==> src/rtl/buzzer_pkg.sv <==
// Shared types and constants for the buzzer scheduler.
// Optional build macro: BUZZER_PREEMPT_EN (see buzzer_sched.sv).
package buzzer_pkg;

  typedef enum logic [1:0] {
    IDLE = 2'd0,
    PLAY = 2'd1,
    GAP  = 2'd2
  } buzz_state_e;

  // Tone half-period counts for a 50 MHz clock.
  localparam int unsigned L5 = 63776;
  localparam int unsigned L7 = 50618;
  localparam int unsigned M1 = 47774;
  localparam int unsigned M2 = 42568;
  localparam int unsigned M3 = 37919;
  localparam int unsigned M4 = 35791;
  localparam int unsigned M5 = 31888;

  // One quarter second at 50 MHz, a convenient note length.
  localparam int unsigned BEAT_250MS = 12_500_000;

endpackage

==> src/rtl/buzzer_tone_gen.sv <==
// Square-wave tone generator for the buzzer.
// Toggles beep each time the count reaches the half-period; a half-period
// of zero is a rest and never toggles. Output is forced low when disabled.
module buzzer_tone_gen
  import buzzer_pkg::*;
#(
  parameter int CNT_W = 17
) (
  input  logic             clk_i,
  input  logic             rst_i,
  input  logic             en_i,
  input  logic             clr_i,
  input  logic [CNT_W-1:0] half_period_i,
  output logic             beep_o
);

  logic [CNT_W-1:0] cnt_q, cnt_d;
  logic             beep_q, beep_d;

  // Next count and beep level: clear at note start, otherwise count while enabled.
  always_comb begin
    cnt_d  = cnt_q;
    beep_d = beep_q;
    if (clr_i) begin
      cnt_d  = '0;
      beep_d = 1'b0;
    end else if (en_i && (half_period_i != '0)) begin
      if (cnt_q == half_period_i) begin
        cnt_d  = '0;
        beep_d = ~beep_q;
      end else begin
        cnt_d = cnt_q + 1'b1;
      end
    end
  end

  // Tone counter and beep level registers.
  always_ff @(posedge clk_i) begin
    if (rst_i) begin
      cnt_q  <= '0;
      beep_q <= 1'b0;
    end else begin
      cnt_q  <= cnt_d;
      beep_q <= beep_d;
    end
  end

  assign beep_o = beep_q & en_i;

endmodule

==> src/rtl/buzzer_sched.sv <==
// Fixed-priority note scheduler driving a single piezo buzzer.
// Index 0 is the highest priority requester. After each note (played to
// completion or cancelled) a silent gap of GAP_CYC cycles is inserted.
// Optional build macro: BUZZER_PREEMPT_EN - a higher-priority request aborts
// the playing note and is granted right after one idle cycle.
module buzzer_sched
  import buzzer_pkg::*;
#(
  parameter int NREQ    = 3,
  parameter int CNT_W   = 17,
  parameter int DUR_W   = 24,
  parameter int GAP_CYC = 500000
) (
  input  logic                  clk_i,
  input  logic                  rst_i,
  input  logic [NREQ-1:0]       req_i,
  input  logic [NREQ*CNT_W-1:0] half_period_i,
  input  logic [NREQ*DUR_W-1:0] dur_i,
  output logic [NREQ-1:0]       grant_o,
  output logic [NREQ-1:0]       done_o,
  output logic                  busy_o,
  output logic                  beep_o
);

  localparam int GAP_W = (GAP_CYC > 1) ? $clog2(GAP_CYC) : 1;
  localparam logic [GAP_W-1:0] GAP_LAST = (GAP_CYC > 0) ? GAP_W'(GAP_CYC - 1) : '0;
  localparam buzz_state_e AFTER_NOTE = (GAP_CYC > 0) ? GAP : IDLE;

  buzz_state_e      state_q, state_d;
  logic [NREQ-1:0]  grant_q, grant_d;
  logic [NREQ-1:0]  done_q, done_d;
  logic [CNT_W-1:0] hp_q, hp_d;
  logic [DUR_W-1:0] durLast_q, durLast_d;
  logic [DUR_W-1:0] durCnt_q, durCnt_d;
  logic [GAP_W-1:0] gapCnt_q, gapCnt_d;
  logic             toneClr;

  logic [NREQ-1:0]  pickOh;
  logic [CNT_W-1:0] pickHp;
  logic [DUR_W-1:0] pickDur;
  logic [DUR_W-1:0] pickLast;
  logic             grantLost;
  logic             preemptHit;

  // Arbiter: the lowest set request index wins; scanning downward lets it overwrite.
  always_comb begin
    pickOh  = '0;
    pickHp  = '0;
    pickDur = '0;
    for (int i = NREQ - 1; i >= 0; i--) begin
      if (req_i[i]) begin
        pickOh  = NREQ'(1) << i;
        pickHp  = half_period_i[i*CNT_W +: CNT_W];
        pickDur = dur_i[i*DUR_W +: DUR_W];
      end
    end
  end

  // A zero duration still plays for one cycle.
  assign pickLast  = (pickDur == '0) ? '0 : pickDur - 1'b1;
  assign grantLost = ~|(req_i & grant_q);

`ifdef BUZZER_PREEMPT_EN
  logic [NREQ-1:0] higherMask;
  // Bits strictly below the granted one-hot bit are the higher-priority requesters.
  assign higherMask = grant_q - NREQ'(1);
  assign preemptHit = |(req_i & higherMask);
`else
  assign preemptHit = 1'b0;
`endif

  // Next-state logic: arbitration in IDLE, note timing in PLAY, silence in GAP.
  always_comb begin
    state_d   = state_q;
    grant_d   = grant_q;
    done_d    = '0;
    hp_d      = hp_q;
    durLast_d = durLast_q;
    durCnt_d  = durCnt_q;
    gapCnt_d  = gapCnt_q;
    toneClr   = 1'b0;
    case (state_q)
      IDLE: begin
        if (|req_i) begin
          state_d   = PLAY;
          grant_d   = pickOh;
          hp_d      = pickHp;
          durLast_d = pickLast;
          durCnt_d  = '0;
          toneClr   = 1'b1;
        end
      end
      PLAY: begin
        if (preemptHit) begin
          state_d = IDLE;
          grant_d = '0;
        end else if (grantLost) begin
          state_d  = AFTER_NOTE;
          grant_d  = '0;
          gapCnt_d = '0;
        end else if (durCnt_q == durLast_q) begin
          state_d  = AFTER_NOTE;
          grant_d  = '0;
          done_d   = grant_q;
          gapCnt_d = '0;
        end else begin
          durCnt_d = durCnt_q + 1'b1;
        end
      end
      GAP: begin
        if (gapCnt_q == GAP_LAST) begin
          state_d = IDLE;
        end else begin
          gapCnt_d = gapCnt_q + 1'b1;
        end
      end
      default: begin
        state_d = IDLE;
        grant_d = '0;
      end
    endcase
  end

  // State, latched note parameters and counters; reset abandons any note in flight.
  always_ff @(posedge clk_i) begin
    if (rst_i) begin
      state_q   <= IDLE;
      grant_q   <= '0;
      done_q    <= '0;
      hp_q      <= '0;
      durLast_q <= '0;
      durCnt_q  <= '0;
      gapCnt_q  <= '0;
    end else begin
      state_q   <= state_d;
      grant_q   <= grant_d;
      done_q    <= done_d;
      hp_q      <= hp_d;
      durLast_q <= durLast_d;
      durCnt_q  <= durCnt_d;
      gapCnt_q  <= gapCnt_d;
    end
  end

  buzzer_tone_gen #(
    .CNT_W(CNT_W)
  ) u_tone (
    .clk_i        (clk_i),
    .rst_i        (rst_i),
    .en_i         (state_q == PLAY),
    .clr_i        (toneClr),
    .half_period_i(hp_q),
    .beep_o       (beep_o)
  );

  assign grant_o = grant_q;
  assign done_o  = done_q;
  assign busy_o  = (state_q != IDLE);

endmodule

==> config.mk <==
export PLATFORM = sky130hd
export DESIGN_NAME = buzzer_sched
export DESIGN_NICKNAME = d
export VERILOG_FILES = /design/src/rtl/buzzer_pkg.sv /design/src/rtl/buzzer_tone_gen.sv /design/src/rtl/buzzer_sched.sv
export SDC_FILE = /design/constraint.sdc
export NUM_CORES = 1
export LEC_CHECK = 0
export CORE_MARGIN = 3
export CORE_UTILIZATION = 47
export CTS_CLUSTER_SIZE = 30
export DETAILED_ROUTE_END_ITERATION = 10
export PLACE_DENSITY = 0.76
export SETUP_SLACK_MARGIN = 0.15
export SLEW_MARGIN = 10
export SYNTH_ARGS = -nofsm -noshare
export SYNTH_HDL_FRONTEND = slang
export SYNTH_SLANG_ARGS = --single-unit
==> constraint.sdc <==
create_clock -name clk_i -period 2.56 [get_ports clk_i]
set_input_delay 0.384 -clock clk_i [delete_from_list [all_inputs] [get_ports clk_i]]
set_output_delay 0.384 -clock clk_i [all_outputs]
set_load 0.1 [all_outputs]
==> impl_metrics.tcl <==
set metrics [dict create \
    drv_slew 0 \
    post_synth_xor_area_fraction_pct 14.97 \
    yosysSeqAreaShare_pct 35.16 \
    nets 1078 \
    drt_pass1_iterations 5 \
    clock_latency_reported_for_the_late_side_of_the_worst_skew_pair_ns 0.34 \
    main_combinational_cell_family_by_area_after_synthesis "simple AND/OR/NAND/NOR gates" \
    mostFrequentLayoutCells "sky130_fd_sc_hd__clkdlybuf4s50_1 (124), sky130_fd_sc_hd__dfxtp_1 (106), sky130_fd_sc_hd__buf_4 (88)" \
    final_cell_area_um2 8818 \
    r2r_end "durCnt_q[5]" \
    finalWorstPathRequiredPeriod_ns 2.297 \
    antenna_left 0 \
    cp_max_fo 13 \
    grt_remaining_overflow 0 \
    cts_made_buffers 9 \
    routed-via-count 6446 \
    io-pin-count 136 \
    synth-warning-count 0 \
    remaining_drc_errors 0 \
    grt_pass1_wl_um 29750 \
    gp_congestion 0.9080 \
    clk_root_buffer_cell "sky130_fd_sc_hd__clkbuf_16" \
    grt_max_degree 31 \
    post-route-period-util_pct 89.72 \
    worst_slew_pin_slew_ns 0.6865 \
    crit_path_start "durCnt_q[9]" \
    placed_area_um2 8248 \
    die_width_um 121.4 \
    pwr_density_cell_nw_per_um2 538.0 \
    wl_per_cell_um 16.59 \
    grt_setup_unrepaired "no" \
    cp_data_required_time_ns 2.80 \
    max_freq_mhz 435.4 \
    floorplan.initialDensity_pct 48.83 \
    crit-reg2reg-launch "durCnt_q[9]" \
    clock-sinks 110 \
    route.detailed.vias_per_inst 5.745 \
    fin_worst_hold_slack_ns 0.4680 \
    clk_pin_slew_worst_paths_ns 0.07 \
    core_region_area_um2 12820 \
    die_h_um 121.4 \
    fraction_of_layout_instances_using_a_drive_strength_above_1_pct 16.84 \
    fin_cells 1122 \
    worst_setup_path_end_kind "register" \
    finalSetupViolCount 0 \
    placed_cells_incl_taps 1096 \
    synthSimpleGateAreaFrac_pct 26.27 \
    placement.setup.worst_slack_ns -0.3535 \
    clock_path_buffers 2 \
    critPathLaunchType "register" \
    reg2regPathDepth 9 \
    hold_violations 0 \
    synth_adder_area_share_pct 0.9990 \
    setup.worst_path.end "durCnt_q[5]" \
    timing.setup.tns_ns 0 \
    proportion_of_register_bits_with_asynchronous_set_or_reset_after_synthesis_pct 0 \
    timing.max_cap.violations 0 \
    commonest_non_fill_non_tap_cell_in_the_layout "sky130_fd_sc_hd__clkdlybuf4s50_1" \
    vdd_drop_max_uv 276.6 \
    worst-endpoint-arrival_ns 2.54 \
    htree_num_levels 3 \
    postSynthRegisterBits 110 \
    syn_avg_cell_area_um2 8.316 \
    n_antenna_cell 0 \
    number_of_antenna_violations_at_the_first_check_in_global_routing 0 \
    r2r_slack_ns 0.26 \
    initialDrtViolationCount 429 \
    mappedNetlistArea_um2 6262 \
    ys_dominant_reg_cell "sky130_fd_sc_hd__dfxtp_1" \
    synth_cells 753 \
    synth_compound_gate_area_share_pct 18.40 \
    timing.hold.worst_path_depth 2 \
    clock_skew_ns 0.008371 \
    place.port_buffers 135 \
    totalWireLength_um 18610 \
    vias_in_the_first_global_route 6340 \
    worst_hold_path_type "reg -> reg" \
    postLayoutSetupSlackWorst_ns 0.2631 \
    dp.final_hpwl_um 14410 \
    tritoncts "built" \
    netlist-cell-type-count 56 \
    synth-edff-count 0 \
    syn2layout_area_growth_pct 40.82 \
    max_slew_margin_pct 54.09 \
    synthMuxAreaShare_pct 0.3197 \
    startpoint_to_endpoint_class_of_the_critical_path "reg -> reg" \
    synth_fp_nets 886 \
    placementRows 41 \
    globalRouteTotalUtil_pct 24.65 \
    die-area_um2 14750 \
    p_leak_nw 3.186 \
    outcome "completed" \
]
[synthesized netlist by cell type (all sizes together) (19+ instances only)]
| cell type | instances | area share, % |
|---|---|---|
| dfxtp | 110 | 35 |
| nand3 | 25 | 2.1 |
| nor2 | 72 | 4.4 |
| xnor2 | 53 | 7.4 |
| a2bb2oi | 19 | 2.7 |
| o21ai | 34 | 2.7 |
| clkbuf | 26 | 1.6 |
| nand2 | 76 | 4.6 |
| nand3b | 22 | 2.6 |
| o211ai | 24 | 2.9 |
| xor2 | 54 | 7.6 |
| buf | 19 | 2.0 |
| nand4 | 25 | 2.5 |
| a21oi | 48 | 3.8 |
[final cells by class]
type                       count  area [um^2]
timing repair buffer         226         2095
clock inverter                 5        81.33
fill                        1009         4006
sequential                   110         2207
inverter                       5        18.77
tap                          172        215.2
multi-input combinational    593         3959
clock buffer                  11        242.7
[critical path: stages (launching register included)]
cell,delay (ns)
sky130_fd_sc_hd__dfxtp_1,0.44
sky130_fd_sc_hd__xnor2_2,0.17
sky130_fd_sc_hd__nand4_1,0.19
sky130_fd_sc_hd__nor4_4,0.37
sky130_fd_sc_hd__buf_4,0.18
sky130_fd_sc_hd__buf_4,0.10
sky130_fd_sc_hd__a31oi_2,0.27
sky130_fd_sc_hd__nand4_1,0.24
sky130_fd_sc_hd__xor2_1,0.19
sky130_fd_sc_hd__nor2_1,0.05
[layer usage]
layer / global-route usage, % / wire length (um) / up-vias
met2: 41.42 / 9062 / 250
met5: 0 / 0 / -
li1: - / - / 3099
met3: 4.196 / 955 / 48
met4: 9.664 / 565 / 0
met1: 31.46 / 8030 / 3049
[through the flow]
stage / util (%) / power (mW)
floorplan: - / 2.651
global route: 68.76 / 4.930
finish: 68.76 / 4.744
global placement: 64.31 / 3.142
detailed placement: 64.31 / 3.180
CTS: 67.38 / 4.687
[timing repair]
item,CTS,global route
cloned,0,3
pin swaps,1,7
endpoints found under the setup margin,32,42
setup buffers,2,5
hold buffers,0,0
gates resized for setup,11,40
[kinds of logic after synthesis]
logic type | Yosys count
xor gates and xnor gates | 107
buffers and inverters | 50
AOI/OAI and AO/OA | 166
muxes | 2
DFF | 110
and+or+nand+nor | 313
adders and majority gates | 5
[power by group]
group          leakage [nW]  internal [mW]  switching, mW
Clock                 0.156          0.887          0.614
Combinational          2.13          0.645          0.664
Sequential            0.897           1.83          0.109
Total                  3.19           3.36           1.39
[flip-flops by register name, summed over array words and instances (netlist names)]
signal / count
durLast_q: 24
state_q: 2
u_tone.beep_q: 1
hp_q: 17
u_tone.cnt_q: 17
gapCnt_q: 19
durCnt_q: 24
done_o: 3
grant_o: 3
[worst min-delay path by stage]
stage	from	endpoint
after floorplan	durLast_q[13]	durLast_q[13]
after global placement	durLast_q[13]	durLast_q[13]
after CTS	durLast_q[13]	durLast_q[13]
after global routing	durLast_q[12]	durLast_q[12]
after detailed placement	durLast_q[13]	durLast_q[13]
final	durLast_q[13]	durLast_q[13]
No activity file was read; power rests on OpenSTA's default activity.
